<file path="src/rtl/aes_pkg.sv">
// Shared AES datapath types and GF(2^8) helpers used by the round stages.
package aes_pkg;

    typedef logic [127:0] state_t;
    typedef logic [31:0]  col_t;

    // Low byte of the AES reduction polynomial x^8 + x^4 + x^3 + x + 1.
    localparam logic [7:0] AesPoly = 8'h1B;

    // Multiply by {02} in GF(2^8).
    function automatic logic [7:0] xtime(input logic [7:0] x);
        return {x[6:0], 1'b0} ^ (x[7] ? AesPoly : 8'h00);
    endfunction

    // Multiply by {03} in GF(2^8).
    function automatic logic [7:0] gmul3(input logic [7:0] x);
        return xtime(x) ^ x;
    endfunction

endpackage

</file>
<file path="src/rtl/mix_single_column.sv">
// Combinational MixColumns on one 32-bit column (row 0 in the MSB).
module mix_single_column
    import aes_pkg::*;
(
    input  logic [31:0] col_i,
    output logic [31:0] col_o
);

    logic [7:0] a0, a1, a2, a3;
    logic [7:0] b0, b1, b2, b3;

    // Circulant {02 03 01 01} matrix applied to the column bytes.
    always_comb begin
        a0 = col_i[31:24];
        a1 = col_i[23:16];
        a2 = col_i[15:8];
        a3 = col_i[7:0];
        b0 = xtime(a0) ^ gmul3(a1) ^ a2 ^ a3;
        b1 = a0 ^ xtime(a1) ^ gmul3(a2) ^ a3;
        b2 = a0 ^ a1 ^ xtime(a2) ^ gmul3(a3);
        b3 = gmul3(a0) ^ a1 ^ a2 ^ xtime(a3);
        col_o = {b0, b1, b2, b3};
    end

endmodule

</file>
<file path="src/rtl/mix_columns.sv">
// AES MixColumns round stage: four parallel column mixers feeding an
// enable-gated, asynchronously cleared 128-bit output register.
module mix_columns
    import aes_pkg::*;
(
    input  logic         clk,
    input  logic         n_rst,
    input  logic         enable,
    input  logic [127:0] data_in,
    output logic [127:0] data_out
);

    state_t mixed;
    state_t data_d;
    state_t data_q;

    // Column c occupies bits [127-32c -: 32].
    for (genvar c = 0; c < 4; c++) begin : g_col
        mix_single_column u_col (
            .col_i (data_in[127-32*c -: 32]),
            .col_o (mixed[127-32*c -: 32])
        );
    end

    // Load the transformed state only on enabled edges; otherwise hold.
    always_comb begin
        data_d = enable ? mixed : data_q;
    end

    // Output register; reset clears it immediately.
    always_ff @(posedge clk or negedge n_rst) begin
        if (!n_rst) begin
            data_q <= '0;
        end else begin
            data_q <= data_d;
        end
    end

    assign data_out = data_q;

endmodule

</file>
<file path="config.mk">
export PLATFORM = sky130hd
export DESIGN_NAME = mix_columns
export DESIGN_NICKNAME = d
export VERILOG_FILES = /design/src/rtl/aes_pkg.sv /design/src/rtl/mix_single_column.sv /design/src/rtl/mix_columns.sv
export SDC_FILE = /design/constraint.sdc
export NUM_CORES = 1
export LEC_CHECK = 0
export CAP_MARGIN = 20
export CORE_ASPECT_RATIO = 0.6
export CORE_MARGIN = 5
export CORE_UTILIZATION = 59
export DETAILED_ROUTE_END_ITERATION = 10
export DONT_BUFFER_PORTS = 1
export PLACE_DENSITY = 0.84
export RECOVER_POWER = 50
export SLEW_MARGIN = 5
export SYNTH_ARGS = -nofsm -noshare
export SYNTH_HDL_FRONTEND = slang
export SYNTH_SLANG_ARGS = --single-unit
</file>
<file path="constraint.sdc">
create_clock -name clk -period 0.8 [get_ports clk]
set_input_delay 0.16 -clock clk [delete_from_list [all_inputs] [get_ports clk]]
set_output_delay 0.16 -clock clk [all_outputs]
set_load 0.01 [all_outputs]
</file>
Word-level counts from Yosys, hierarchy flattened

Index checks and enable logic that the tools add are counted.

Multiply operators: 0
Shifts and indexed selects: 0
Divide/modulo/power cells: 0
Bitwise operators: 80
$lt $le $gt $ge: 0
Add/sub/neg operators: 0
Mux-type cells: 16
Equal/unequal tests: 0
Reductions and logical operators: 0

Operators with widths:

| cell               | count |
|---|---|
| XOR 8 bit          | 76 |
| 2-to-1 mux 5 bit   | 16 |
| XOR 8 x 5 -> 8 bit | 4 |

Bits in registers: 128
ROM bits: 0
Output and inout bits: 128
Memories: 0
RAM bits: 0
Latch bits: 0
Word-level logic and storage cells: 97
Input port bits: 131

Longest topological paths before layout

Depth after elaboration: 6
Mapped depth: 5

By module

A second synthesis with hierarchy kept.

Cells, all modules: 594
Area, all modules: 10,172.3 sq um

By module, submodules not included:

| module            | instances | cells an instance | area an instance (sq um) |
|---|---|---|---|
| mix_single_column | 4         | 81                | 1,337.5 |
| mix_columns       | 1         | 270               | 4,822.1 |

Worst setup path after synthesis

No wires, ideal clock.

Path type: input -> register
From: input port data_in[111]
To: register data_q[105] (netlist: data_out[105])
Slack: -0.473 ns
Buffers on the path: 1
Data arrival time: 1.148 ns
Stages: 5
Path through: buf_2 xnor2_1 xnor2_1 xnor2_1 mux2_2

Longest elaborated chain between the ends: 4

Ends and longest elaborated chain:

| what                   | line                    | RTL |
|---|---|---|
| start: declaration     | mix_columns.sv:9        | `input logic [127:0] data_in,` |
| 2-to-1 mux 5 bit       | aes_pkg.sv:12           | `return {x[6:0], 1'b0} ^ (x[7] ? AesPoly : 8'h00);` |
| XOR 8 bit              | aes_pkg.sv:12           |  |
| XOR 8 bit (2 in a row) | mix_single_column.sv:20 | `b2 = a0 ^ a1 ^ xtime(a2) ^ gmul3(a3);` |
| end signal: assignment | mix_columns.sv:35       | `data_q <= data_d;` |
| end: declaration       | mix_columns.sv:15       | `state_t data_q;` |

Every way passes these cells.
A chain may end at the register's enable or synchronous reset.

Final worst setup path

From: register data_q[45] (netlist: data_out[45])
To: output port data_out[45]

RTL lines:

| what             | line              | RTL |
|---|---|---|
| end: declaration | mix_columns.sv:10 | `output logic [127:0] data_out` |

No word-level cell between the ends.

==> metrics <==
Syn Inst Count=718; Min-Delay Path Class=in -> async; Synth Register Bits=approximately 130; per-cell routed wire length=approximately 22 um; Pleak=5.06 nW; final worst-path cycle share=1.41; # diodes=0; slowest CP cell=dfrtp_1; global-route wire length before repair=36100 um; crit-path leading delay family=flip-flops; Seq/Total Area, Yosys=0.368; failing checks=hold timing, setup timing; Routed WL=about 24000 um; Multi-input gate area=just under 7000 um^2; I/O pins=259; Pre-antenna DRT Iters=4; CP bufs+invs=1; post-synth cell types=16; Crit Path Class=reg -> out; vias in the first global route=between 6000 and 7000; TNS Setup=-40.72 ns; port bufs=0; worst reg2reg path startpoint=data_out[126]; row count=34; Setup crit end kind=primary output; Slew @ Worst Pin=just over 0.3 ns; max reg flops=roughly 130; clock sinks=around 130; max-slew violations=0; top post-synthesis cells by area=dfrtp_1 37%, xnor2_1 35%, mux2_2 16%; register area=approximately 3200 um^2; Post-Syn Area=8700 um^2; YS warnings=0; slew margin rel.=0.794; Core Area=approximately 14000 um^2; synthesis-to-finish area growth=45.6%; die width=~170 um; Die Y=approximately 100 um; number of max-cap violations=0; CTS tree=yes; FILL cells=622; crit path cell chain=buf_6; top-area cell type share of the netlist area=0.368; syn_area_per_cell=between 10 and 15 um^2; HPWL Detailed=16600 um; largest net degree at the start of global routing=between 100 and 150; Bufs on Longest Clock Path=2; critical path launch point type=flop; DIE AREA=between 15000 and 20000 um^2; GPL Wtd Cong=0.858; layout cell share with drive strength beyond 1=0.474; Critical Path RT=0.64 ns; GRT Util Overall=0.262; Worst R2R Setup Slack=-0.24 ns; commonest non-fill, non-tap cell in the layout=xnor2_1; initial antenna violation count=0; Starting DRT DRC Count=277; Clock Latency Late Sink=between 0.4 and 0.5 ns; status=complete, but fails checks; CTS clk-pin slew, worst paths=roughly 0.06 ns; H-tree depth=4; Final Skew=0 ns; Num CTS Buffers=17; Final Hold Fails=~200; maximum VDD drop=about 1.7 mV; critical path startpoint=data_out[45]; Synth area leader=dfrtp_1; post-route DRC violation count=0; Synthesized Nets=approximately 850; initial core utilization=0.602; CP max FO=2; most frequent cells in the layout=287 x xnor2_1, 156 x buf_6, 127 x dfrtp_1, 88 x mux2_2, 49 x xor2_1; antenna viol nets, final=0; detailed-route vias per instance=approximately 5.2; min Tclk post-route=1.13 ns; Hold WS=-0.556 ns; maximum clock frequency=approximately 0.89 GHz; total power=approximately 0.034 W; RR Endpoint=data_out[126]; Crit path arrival time=roughly 0.97 ns; DR vias=5686; Pwr Density=~2700 nW/um^2; grt total ovfl=0; clk root buf=clkbuf_16; RSZ-0062 raised after global routing=true; Final setup viols=169; Nets=between 1000 and 1500; Worst path max stage delay=0.41 ns; Final WS setup=-0.326 ns; FF-to-FF path depth=3
cell usage after synthesis, drive strengths merged:
cell type / instances
xnor2: 360
inv: 2
clkbuf: 9
xnor3: 1
xor2: 71
mux2i: 2
mux2: 126
buf: 19
dfrtp: 128
worst max path at each step:
stage	to	slack, ns	depth (start not counted)
global route	data_out[96]	-0.36	1
floorplan	data_out[35]	-0.42	4
finish	data_out[45]	-0.33	1
CTS	data_out[45]	-0.33	1
detailed placement	data_out[35]	-0.48	4
global placement	data_out[35]	-0.42	4
final cells by class:
type / count / area share
clock inverters: 11 / 0.0112
flip-flops and latches: 128 / 0.253
multi-input cells: 560 / 0.534
clock buffers: 19 / 0.0349
inverters: 2 / 0.000592
repair buffers: 170 / 0.147
well taps: 198 / 0.0195
stage by stage:
stage / instance area [um^2] / utilization / setup WS [ns] / std cells
2_1_floorplan: 10300 / - / -0.422 / 718
3_3_place_gp: 11100 / 0.769 / -0.420 / 1020
3_5_place_dp: 11100 / 0.769 / -0.478 / 1020
4_1_cts: 12400 / 0.859 / -0.334 / 1083
5_1_grt: 12700 / 0.876 / -0.355 / 1088
6_report: 12700 / 0.876 / -0.326 / 1088
routing by layer:
layer	track usage	wire length, um
met5	0	0
met4	0.0560	274
met3	0.0961	1990
met2	0.437	12100
met1	0.329	9670
cell families (layout without fill, tap and decap cells):
logic type,count (synthesis),after routing,share of synthesized area
XOR/XNOR,432,432,0.449
buffers and inverters,30,202,0.0174
flip-flops,128,128,0.368
multiplexers,128,128,0.166
timing repair:
item | in CTS | in global routing
buffers inserted | 33 | 22
pin swaps | 0 | 1
resized for setup | 128 | 56
endpoints found under the setup margin | 131 | 182
endpoints found under the hold margin | 256 | 256
power breakdown:
part	leakage [nW]	total, W	internal (W)	switching [W]
clock	0.280	0.00785	0.00493	0.00292
sequential	1.50	0.0106	0.00870	0.00186
combinational	3.29	0.0154	0.0101	0.00532
total	5.06	0.0338	0.0237	0.0101
(Power assumes the default switching activity.)
